### config.mk
export PLATFORM = sky130hd
export DESIGN_NAME = spi_response_transmitter_flat
export DESIGN_NICKNAME = d
export VERILOG_FILES = /design/src/rtl/spi_response_transmitter_if.sv /design/src/rtl/spi_response_transmitter.sv /design/src/flat_wrapper.sv
export SDC_FILE = /design/constraint.sdc
export NUM_CORES = 1
export LEC_CHECK = 0
export ABC_AREA = 1
export BUFFER_PORTS_ARGS = -buffer_cell sky130_fd_sc_hd__buf_2
export CAP_MARGIN = 20
export CORE_ASPECT_RATIO = 0.75
export CORE_MARGIN = 5
export CORE_UTILIZATION = 55
export DETAILED_ROUTE_END_ITERATION = 7
export PLACE_DENSITY = 0.75
export SKIP_CTS_REPAIR_TIMING = 1
export SYNTH_ARGS = -nofsm -noshare
export SYNTH_HDL_FRONTEND = slang
export SYNTH_SLANG_ARGS = --single-unit
### constraint.sdc
create_clock -name clock -period 2.4 [get_ports clock]
set_input_delay 0.24 -clock clock [delete_from_list [all_inputs] [get_ports clock]]
set_output_delay 0.24 -clock clock [all_outputs]
set_load 0.005 [all_outputs]
### src/rtl/spi_response_transmitter_if.sv
`default_nettype none
// ============================================================================
// Module   : spi_response_transmitter_if
// Brief    : Request, payload-source and shift-out buffer signals of the
//            SPI response transmitter.
// Revision : 1.0
// ============================================================================
interface spi_response_transmitter_if;
  logic        io_Deselect;
  logic        io_SendResponse;
  logic [7:0]  io_R1;
  logic        io_SendBlock;
  logic [11:0] io_DataBlockSize;
  logic [7:0]  io_DataIn;
  logic        io_DataValid;
  logic        io_DataReady;
  logic        io_ByteTaken;
  logic [7:0]  io_OutputBuffer;
  logic        io_Busy;
  logic        io_Underrun;
  logic        io_Done;

  // Requester / payload source / shift-out buffer side
  modport master (
    output io_Deselect, io_SendResponse, io_R1, io_SendBlock, io_DataBlockSize,
    output io_DataIn, io_DataValid, io_ByteTaken,
    input  io_DataReady, io_OutputBuffer, io_Busy, io_Underrun, io_Done
  );

  // Transmitter side
  modport slave (
    input  io_Deselect, io_SendResponse, io_R1, io_SendBlock, io_DataBlockSize,
    input  io_DataIn, io_DataValid, io_ByteTaken,
    output io_DataReady, io_OutputBuffer, io_Busy, io_Underrun, io_Done
  );
endinterface
`default_nettype wire

### src/rtl/spi_response_transmitter.sv
`default_nettype none
// ============================================================================
// Module   : spi_response_transmitter
// Brief    : Card-side SPI response sender: NCR fill, R1, optional data block
//            (token, payload, CRC16-CCITT), byte-paced by the shift-out buffer.
// Revision : 1.0
// ============================================================================
module spi_response_transmitter #(
  parameter int NCR_BYTES = 1,
  parameter int GAP_BYTES = 1,
  parameter int MAX_BLOCK = 2048
) (
  input  wire logic                     clock,
  input  wire logic                     reset,
  spi_response_transmitter_if.slave     bus
);

  localparam int c_cnt_w = $clog2(MAX_BLOCK + 1);

  typedef enum logic [2:0] {
    ST_IDLE   = 3'd0,
    ST_NCR    = 3'd1,
    ST_R1     = 3'd2,
    ST_GAP    = 3'd3,
    ST_TOKEN  = 3'd4,
    ST_DATA   = 3'd5,
    ST_CRC_HI = 3'd6,
    ST_CRC_LO = 3'd7
  } state_t;

  state_t               state_q,      state_d;
  logic [7:0]           r1_q,         r1_d;
  logic                 send_block_q, send_block_d;
  logic [c_cnt_w-1:0]   size_cnt_q,   size_cnt_d;
  logic [c_cnt_w-1:0]   fetch_cnt_q,  fetch_cnt_d;
  logic [7:0]           fill_cnt_q,   fill_cnt_d;
  logic [15:0]          crc_q,        crc_d;
  logic [7:0]           pref_data_q,  pref_data_d;
  logic                 pref_valid_q, pref_valid_d;
  logic [7:0]           out_q,        out_d;
  logic                 busy_q,       busy_d;
  logic                 ready_q,      ready_d;
  logic                 underrun_q,   underrun_d;
  logic                 done_q,       done_d;

  logic [c_cnt_w-1:0]   size_eff;

  // One payload byte folded into the CRC, MSB first
  function automatic logic [15:0] crc16_next(input logic [15:0] crc,
                                             input logic [7:0]  data);
    logic [15:0] c;
    c = crc;
    for (int i = 7; i >= 0; i--) begin
      if (c[15] ^ data[i]) c = {c[14:0], 1'b0} ^ 16'h1021;
      else                 c = {c[14:0], 1'b0};
    end
    return c;
  endfunction

  always_comb begin
    size_eff = c_cnt_w'(bus.io_DataBlockSize);
    if (bus.io_DataBlockSize == 12'd0) size_eff = c_cnt_w'(512);
  end

  always_comb begin
    state_d      = state_q;
    r1_d         = r1_q;
    send_block_d = send_block_q;
    size_cnt_d   = size_cnt_q;
    fetch_cnt_d  = fetch_cnt_q;
    fill_cnt_d   = fill_cnt_q;
    crc_d        = crc_q;
    pref_data_d  = pref_data_q;
    pref_valid_d = pref_valid_q;
    underrun_d   = 1'b0;
    done_d       = 1'b0;

    if (bus.io_DataValid && ready_q) begin
      pref_data_d  = bus.io_DataIn;
      pref_valid_d = 1'b1;
      fetch_cnt_d  = fetch_cnt_q - 1'b1;
    end

    case (state_q)
      ST_IDLE: begin
        if (bus.io_SendResponse) begin
          state_d      = ST_NCR;
          r1_d         = bus.io_R1;
          send_block_d = bus.io_SendBlock;
          size_cnt_d   = size_eff;
          fetch_cnt_d  = bus.io_SendBlock ? size_eff : '0;
          fill_cnt_d   = 8'(NCR_BYTES);
          crc_d        = 16'h0000;
        end
      end
      ST_NCR: begin
        if (bus.io_ByteTaken) begin
          if (fill_cnt_q <= 8'd1) state_d = ST_R1;
          fill_cnt_d = fill_cnt_q - 8'd1;
        end
      end
      ST_R1: begin
        if (bus.io_ByteTaken) begin
          if (!send_block_q) begin
            state_d = ST_IDLE;
            done_d  = 1'b1;
          end else if (GAP_BYTES == 0) begin
            state_d = ST_TOKEN;
          end else begin
            state_d    = ST_GAP;
            fill_cnt_d = 8'(GAP_BYTES);
          end
        end
      end
      ST_GAP: begin
        if (bus.io_ByteTaken) begin
          if (fill_cnt_q <= 8'd1) state_d = ST_TOKEN;
          fill_cnt_d = fill_cnt_q - 8'd1;
        end
      end
      ST_TOKEN: begin
        if (bus.io_ByteTaken) state_d = ST_DATA;
      end
      ST_DATA: begin
        if (bus.io_ByteTaken) begin
          // A byte arriving in the same cycle is too late to be shifted out
          if (!pref_valid_q) begin
            state_d    = ST_IDLE;
            underrun_d = 1'b1;
          end else begin
            crc_d        = crc16_next(crc_q, pref_data_q);
            pref_valid_d = 1'b0;
            size_cnt_d   = size_cnt_q - 1'b1;
            if (size_cnt_q == c_cnt_w'(1)) state_d = ST_CRC_HI;
          end
        end
      end
      ST_CRC_HI: begin
        if (bus.io_ByteTaken) state_d = ST_CRC_LO;
      end
      ST_CRC_LO: begin
        if (bus.io_ByteTaken) begin
          state_d = ST_IDLE;
          done_d  = 1'b1;
        end
      end
      default: state_d = ST_IDLE;
    endcase

    if (bus.io_Deselect) begin
      state_d    = ST_IDLE;
      underrun_d = 1'b0;
      done_d     = 1'b0;
    end

    // Any return to idle drops whatever the prefetch was still holding
    if (state_d == ST_IDLE) begin
      pref_valid_d = 1'b0;
      fetch_cnt_d  = '0;
      size_cnt_d   = '0;
      fill_cnt_d   = 8'd0;
    end

    busy_d  = (state_d != ST_IDLE);
    ready_d = send_block_d && !pref_valid_d && (fetch_cnt_d != '0) &&
              (state_d inside {ST_NCR, ST_R1, ST_GAP, ST_TOKEN, ST_DATA});

    case (state_d)
      ST_R1:     out_d = r1_d;
      ST_TOKEN:  out_d = 8'hFE;
      ST_DATA:   out_d = pref_valid_d ? pref_data_d : 8'hFF;
      ST_CRC_HI: out_d = crc_d[15:8];
      ST_CRC_LO: out_d = crc_d[7:0];
      default:   out_d = 8'hFF;
    endcase
  end

  always_ff @(posedge clock) begin
    if (reset) begin
      state_q      <= ST_IDLE;
      r1_q         <= 8'h00;
      send_block_q <= 1'b0;
      size_cnt_q   <= '0;
      fetch_cnt_q  <= '0;
      fill_cnt_q   <= 8'd0;
      crc_q        <= 16'h0000;
      pref_data_q  <= 8'h00;
      pref_valid_q <= 1'b0;
      out_q        <= 8'hFF;
      busy_q       <= 1'b0;
      ready_q      <= 1'b0;
      underrun_q   <= 1'b0;
      done_q       <= 1'b0;
    end else begin
      state_q      <= state_d;
      r1_q         <= r1_d;
      send_block_q <= send_block_d;
      size_cnt_q   <= size_cnt_d;
      fetch_cnt_q  <= fetch_cnt_d;
      fill_cnt_q   <= fill_cnt_d;
      crc_q        <= crc_d;
      pref_data_q  <= pref_data_d;
      pref_valid_q <= pref_valid_d;
      out_q        <= out_d;
      busy_q       <= busy_d;
      ready_q      <= ready_d;
      underrun_q   <= underrun_d;
      done_q       <= done_d;
    end
  end

  assign bus.io_OutputBuffer = out_q;
  assign bus.io_Busy         = busy_q;
  assign bus.io_DataReady    = ready_q;
  assign bus.io_Underrun     = underrun_q;
  assign bus.io_Done         = done_q;

endmodule
`default_nettype wire
### src/flat_wrapper.sv
// flat-port wrapper written by rule: the top's interface ports become plain ports
module spi_response_transmitter_flat 
#(
  parameter int NCR_BYTES = 1,
  parameter int GAP_BYTES = 1,
  parameter int MAX_BLOCK = 2048
)
  (clock, reset, bus_io_Deselect, bus_io_SendResponse, bus_io_R1, bus_io_SendBlock, bus_io_DataBlockSize, bus_io_DataIn, bus_io_DataValid, bus_io_ByteTaken, bus_io_DataReady, bus_io_OutputBuffer, bus_io_Busy, bus_io_Underrun, bus_io_Done);
  spi_response_transmitter_if bus_i ();
  input  wire logic clock;
  input  wire logic reset;
  input wire logic [$bits(bus_i.io_Deselect)-1:0] bus_io_Deselect;
  input wire logic [$bits(bus_i.io_SendResponse)-1:0] bus_io_SendResponse;
  input wire logic [$bits(bus_i.io_R1)-1:0] bus_io_R1;
  input wire logic [$bits(bus_i.io_SendBlock)-1:0] bus_io_SendBlock;
  input wire logic [$bits(bus_i.io_DataBlockSize)-1:0] bus_io_DataBlockSize;
  input wire logic [$bits(bus_i.io_DataIn)-1:0] bus_io_DataIn;
  input wire logic [$bits(bus_i.io_DataValid)-1:0] bus_io_DataValid;
  input wire logic [$bits(bus_i.io_ByteTaken)-1:0] bus_io_ByteTaken;
  output wire logic [$bits(bus_i.io_DataReady)-1:0] bus_io_DataReady;
  output wire logic [$bits(bus_i.io_OutputBuffer)-1:0] bus_io_OutputBuffer;
  output wire logic [$bits(bus_i.io_Busy)-1:0] bus_io_Busy;
  output wire logic [$bits(bus_i.io_Underrun)-1:0] bus_io_Underrun;
  output wire logic [$bits(bus_i.io_Done)-1:0] bus_io_Done;
  assign bus_i.io_Deselect = bus_io_Deselect;
  assign bus_i.io_SendResponse = bus_io_SendResponse;
  assign bus_i.io_R1 = bus_io_R1;
  assign bus_i.io_SendBlock = bus_io_SendBlock;
  assign bus_i.io_DataBlockSize = bus_io_DataBlockSize;
  assign bus_i.io_DataIn = bus_io_DataIn;
  assign bus_i.io_DataValid = bus_io_DataValid;
  assign bus_i.io_ByteTaken = bus_io_ByteTaken;
  assign bus_io_DataReady = bus_i.io_DataReady;
  assign bus_io_OutputBuffer = bus_i.io_OutputBuffer;
  assign bus_io_Busy = bus_i.io_Busy;
  assign bus_io_Underrun = bus_i.io_Underrun;
  assign bus_io_Done = bus_i.io_Done;
  spi_response_transmitter #(.NCR_BYTES(NCR_BYTES), .GAP_BYTES(GAP_BYTES), .MAX_BLOCK(MAX_BLOCK)) u_core (.clock(clock), .reset(reset), .bus(bus_i));
endmodule
==> flow_summary.json, run 1 <==
{
  "avgSynthCellArea_um2": 6.41,
  "port_buffers": 46,
  "path_class": "flop to flop",
  "required_ns": 2.65,
  "p_per_area_nw_per_um2": 586,
  "start_util": 0.568,
  "synthToLayoutAreaGrowth_pct": 14.7,
  "hpwl_mm": 9.86,
  "async_flop_share": 0,
  "layout.nets": 849,
  "cp_cell_sequence": "inv_1, ha_1, nor2_1, nor3b_1, nand3_1, nand2_1, nand2_2, nand3_2, nand2_2, buf_4, nor3_1",
  "hold_viol": 0,
  "grt_use_met2": 0.376,
  "grt_usage": 0.250,
  "yosys-top-cells-count": "nand2_1, nor2_1, inv_1, dfxtp_1, nand3_1",
  "path_common_cell": "nand2_2",
  "synth_nets": 795,
  "crit_buf_inv": 2,
  "clock_skew_ns": 0.00803,
  "setup_viol": 0,
  "synth_edf_count": 0,
  "netlist.area_leader.share": 0.335,
  "endpoint_kind": "flop",
  "clk_pin_slew_ns": 0.06,
  "grt_use_met1": 0.370,
  "clock_sinks": 81,
  "cts_tree": "yes",
  "ir_worst_vdd_mv": 0.353,
  "grt_util_met3": 0.0497,
  "ys_ff_latch": 81,
  "root_buffer": "clkbuf_16",
  "fp-row-count": 29,
  "max_freq_mhz": 456,
  "syn_area_um2": 4840,
  "cp.depth": 11,
  "min_from": "bus_io_R1[1]",
  "die-area_um2": 10800,
  "cp_top_family": "simple AND/OR/NAND/NOR gates",
  "cp_slowest_cell": "dfxtp_1",
  "r2r-start": "u_core.fill_cnt_q[0]",
  "cts_buffers": 9,
  "ys.flop_type": "dfxtp_1",
  "cts_max_level": 3,
  "maxSlewHeadroom": 0.678,
  "gr-total-overflow": 0,
  "p_leak_uw": 0.00269,
  "drive_gt1_frac": 0.152,
  "period_share": 0.914,
  "drv_cap": 0,
  "drt_iter0_markers": 468,
  "slowest_delay_ns": 0.31,
  "drt_first_pass_iters": 7,
  "grt_pass1_vias": 4572,
  "fp.dieH_um": 91.3,
  "fin_util": 0.651,
  "via_per_inst": 5.36,
  "setup_tns_ns": 0,
  "status": "finished, final reports clean",
  "synth_top_cell_by_area": "dfxtp_1",
  "min-delay-path-class": "input pin to flop",
  "wl_per_cell_um": 14.5,
  "ys_seq_area_frac": 0.335,
  "rsz0062_at_grt": "false",
  "period_needed_ns": 2.19,
  "finalWirelength_mm": 13.4,
  "vias": 4945,
  "drcViolationCount": 0,
  "busiest_layer": "met2",
  "hold_depth": 3,
  "grt_max_degree": 37,
  "die_w_um": 118,
  "antenna_found_initial": 0,
  "reg2reg_depth": 11,
  "cp_max_fo": 20,
  "netlist_instances": 755,
  "setup_slack_ns": 0.206,
  "ios": 47,
  "clk-insertion-delay-late_ns": 0.34,
  "yosysWarnings": 0,
  "yosys.cell_count.top_type": "nand2_1",
  "synth_area_leaders": "dfxtp_1, nand2_1, nor2_1",
  "grt_pass1_wl_mm": 22.4,
  "place.gp.congestion": 0.889,
  "arrival_ns": 2.44,
  "cp-start-kind": "flop",
  "whs_ns": 0.197,
  "ant_nets": 0,
  "diodes": 0,
  "ys_types": 43,
  "clk_path_buf_depth": 2,
  "drv_slew": 0,
  "core-area_um2": 8530,
  "dp_slack_ns": 0.144,
  "tightest_slew_ns": 0.482,
  "startpoint": "u_core.fill_cnt_q[0]"
}
metal layers:
layer | vias to the layer above | part of all wire
met1 | 2227 | 0.47
met2 | 200 | 0.42
met4 | 0 | 0.011
met5 | - | 0
li1 | 2500 | -
met3 | 18 | 0.093
worst paths after layout:
path,slack (ns),to
worst min-delay path,0.20,u_core.r1_q[1]
worst max-delay path,0.21,u_core.fill_cnt_q[7]
worst min register to register,0.47,u_core.size_cnt_q[11]
worst max register to register,0.21,u_core.fill_cnt_q[7]
where the power goes:
part / internal, uW / switching (uW) / total [uW]
Sequential: 1380 / 23.1 / 1400
Clock: 842 / 571 / 1410
Combinational: 156 / 282 / 438
Total: 2380 / 876 / 3250
cells by family (layout without fill, tap and decap cells):
kind of cell,count (synthesis),in the layout,synth area share
AO/OA/AOI/OAI,114,114,0.139
XOR/XNOR,25,25,0.0452
adder cells (fa/ha/maj),5,5,0.0129
buffers and inverters,130,189,0.109
flip-flops,81,81,0.335
multiplexers,1,1,0.00207
AND/OR/NAND/NOR,399,399,0.357
worst reg2reg max path, cell delays in order (launching register included):
cell     delay (ns)
dfxtp_1        0.31
inv_1          0.13
ha_1           0.22
nor2_1         0.06
nor3b_1        0.24
nand3_1        0.22
nand2_1        0.14
nand2_2        0.14
nand3_2        0.13
nand2_2        0.07
buf_4          0.22
nor3_1         0.22
through the flow:
step	power [uW]	instances	instance area, um^2
5_1_grt	3390	922	5550
6_report	3250	922	5550
4_1_cts	3240	915	5490
3_5_place_dp	1850	899	5180
3_3_place_gp	1840	899	5180
2_1_floorplan	1730	755	4840
area by class of cell:
class / instances / area (um^2)
Tap cell: 108 / 135
Multi-Input combinational cell: 544 / 2700
Fill cell: 776 / 2980
Inverter: 107 / 405
Clock buffer: 11 / 243
Timing Repair Buffer: 66 / 380
Clock inverter: 5 / 63.8
Sequential cell: 81 / 1620
registers in the layout (all words and copies together) (netlist names), 3 cells and up:
register	flops
u_core.bus.io_OutputBuffer	8
u_core.crc_q	16
u_core.fetch_cnt_q	12
u_core.fill_cnt_q	8
u_core.pref_data_q	8
u_core.r1_q	8
u_core.size_cnt_q	12
u_core.state_q	3
placed cells by master (no fill, tap or decap), drive strengths merged, types with 3 or more instances in the layout:
master	count
a211oi	3
a21oi	35
a31oi	3
buf	66
clkbuf	11
dfxtp	81
ha	5
inv	107
nand2	172
nand3	57
nand4	3
nor2	137
nor3	10
o2111ai	8
o211ai	3
o21ai	50
o22ai	7
or2	15
xnor2	9
xor2	16
(Power assumes the default switching activity.)
==> inputs of run 2 (changes only) <==
Settings changed: RECOVER_POWER set to 25.
==> run 2 against run 1 <==
Effect of this change: sequential cell count stayed put; maximum frequency is 0.29% higher; core utilization is 0.19 points lower; register-to-register slack hardly changed; non-clock buffer count stayed put; largest power group unchanged; highest routed layer unchanged.
==> flow_summary.json, run 2 (synthesis gave the netlist of run 1 again) <==
{
  "status": "finished, final reports clean",
  "fp.dieH_um": 91.3,
  "p_per_area_nw_per_um2": 587,
  "min-delay-path-class": "input pin to flop",
  "start_util": 0.568,
  "synthToLayoutAreaGrowth_pct": 14.3,
  "final_cell_mix": "nand2_1, nor2_1, inv_1",
  "drt_first_pass_iters": 5,
  "cts_tree": "yes",
  "root_buffer": "clkbuf_16",
  "post_dp_cell_area_um2": 5180,
  "die-area_um2": 10800,
  "wl_per_cell_um": 14.6,
  "path_class": "flop to flop",
  "ios": 47,
  "finalPower_uw": 3250,
  "drt_iter0_markers": 497,
  "period_needed_ns": 2.19,
  "tightest_slew_ns": 0.591,
  "cp_cell_sequence": "inv_1, ha_1, nor2_1, nor3b_1, nand3_1, nand2_1, nand2_2, nand3_2, nand2_2, buf_4, nor3_1",
  "vias": 4991,
  "clk-insertion-delay-late_ns": 0.33,
  "required_ns": 2.65,
  "clk_path_buf_depth": 2,
  "grt_pass1_wl_mm": 22.4,
  "place.gp.congestion": 0.889,
  "diodes": 0,
  "core-area_um2": 8530,
  "crit_buf_inv": 2,
  "whs_ns": 0.201,
  "clk_pin_slew_ns": 0.06,
  "path_common_cell": "nand2_2",
  "grt_pass1_vias": 4572,
  "cts_buffers": 9,
  "grt_usage": 0.250,
  "drive_gt1_frac": 0.141,
  "fp-row-count": 29,
  "clock_sinks": 81,
  "port_buffers": 46,
  "largest_registers": "u_core.crc_q (16), u_core.fetch_cnt_q (12), u_core.size_cnt_q (12)",
  "setup_tns_ns": 0,
  "hpwl_mm": 9.86,
  "cts_max_level": 3,
  "cp_top_family": "simple AND/OR/NAND/NOR gates",
  "drv_cap": 0,
  "cp_slowest_cell": "dfxtp_1",
  "via_per_inst": 5.41,
  "largest_register_ffs": 16,
  "ant_nets": 0,
  "layout_commonest_cell": "nand2_1",
  "cp_max_fo": 20,
  "finalWirelength_mm": 13.4,
  "stdcell_area_um2": 5530,
  "drcViolationCount": 0,
  "die_w_um": 118,
  "hold_viol": 0,
  "top_register": "u_core.crc_q",
  "period_share": 0.912,
  "gr-total-overflow": 0,
  "setup_viol": 0,
  "drv_slew": 0,
  "maxSlewHeadroom": 0.606,
  "antenna_found_initial": 0,
  "grt_max_degree": 37,
  "clock_skew_ns": 0.00675,
  "rsz0062_at_grt": "false",
  "cp-start-kind": "flop",
  "ir_worst_vdd_mv": 0.353,
  "arrival_ns": 2.43,
  "endpoint_kind": "flop",
  "p_leak_uw": 0.00268,
  "layout.nets": 849,
  "slowest_delay_ns": 0.31,
  "max_freq_mhz": 457
}
## run 2: cell count changes in the layout (fill, tap and decap cells not counted)
cell | previous run | this run
clkbuf_1 | 1 | 10
buf_2 | 46 | 39
buf_4 | 20 | 18
## run 2: worst min-delay path, stage by stage
cell and delay, ns:
buf_2 0.08, mux2i_1 0.09, nor2_1 0.09
## run 2: routing by layer
metal / part of all wire / up-vias / GRT usage
li1: - / 2500 / -
met1: 0.46 / 2235 / 0.370
met2: 0.42 / 229 / 0.376
met3: 0.10 / 27 / 0.0497
met4: 0.014 / 0 / 0.0544
met5: 0 / - / 0
## run 2: final cells by class
class | count | area [um^2]
clock inverter | 5 | 63.8
clock buffer | 11 | 243
inverter | 107 | 405
timing repair buffer | 66 | 364
fill | 784 | 2990
multi-input combinational | 544 | 2700
tap | 108 | 135
sequential | 81 | 1620
## run 2: worst paths after layout
kind | slack, ns | depth (start not counted) | to | from
worst max-delay path | 0.21 | 11 | u_core.fill_cnt_q[7] | u_core.fill_cnt_q[0]
worst min-delay path | 0.20 | 3 | u_core.r1_q[1] | bus_io_R1[1]
worst min register to register | 0.47 | 2 | u_core.size_cnt_q[5] | u_core.size_cnt_q[5]
worst max register to register | 0.21 | 11 | u_core.fill_cnt_q[7] | u_core.fill_cnt_q[0]
## run 2: report_power, final
group	switching (uW)	total, uW	internal (uW)
combinational	282	438	155
sequential	22.9	1400	1380
clock	565	1410	842
## run 2: through the flow
| step | setup WS, ns | cells | utilization |
|---|---|---|---|
| floorplan | 0.665 | 755 | - |
| finish | 0.212 | 922 | 0.649 |
| global placement | 0.222 | 899 | 0.607 |
| global route | 0.0319 | 922 | 0.649 |
| CTS | 0.134 | 915 | 0.643 |
| detailed placement | 0.144 | 899 | 0.607 |
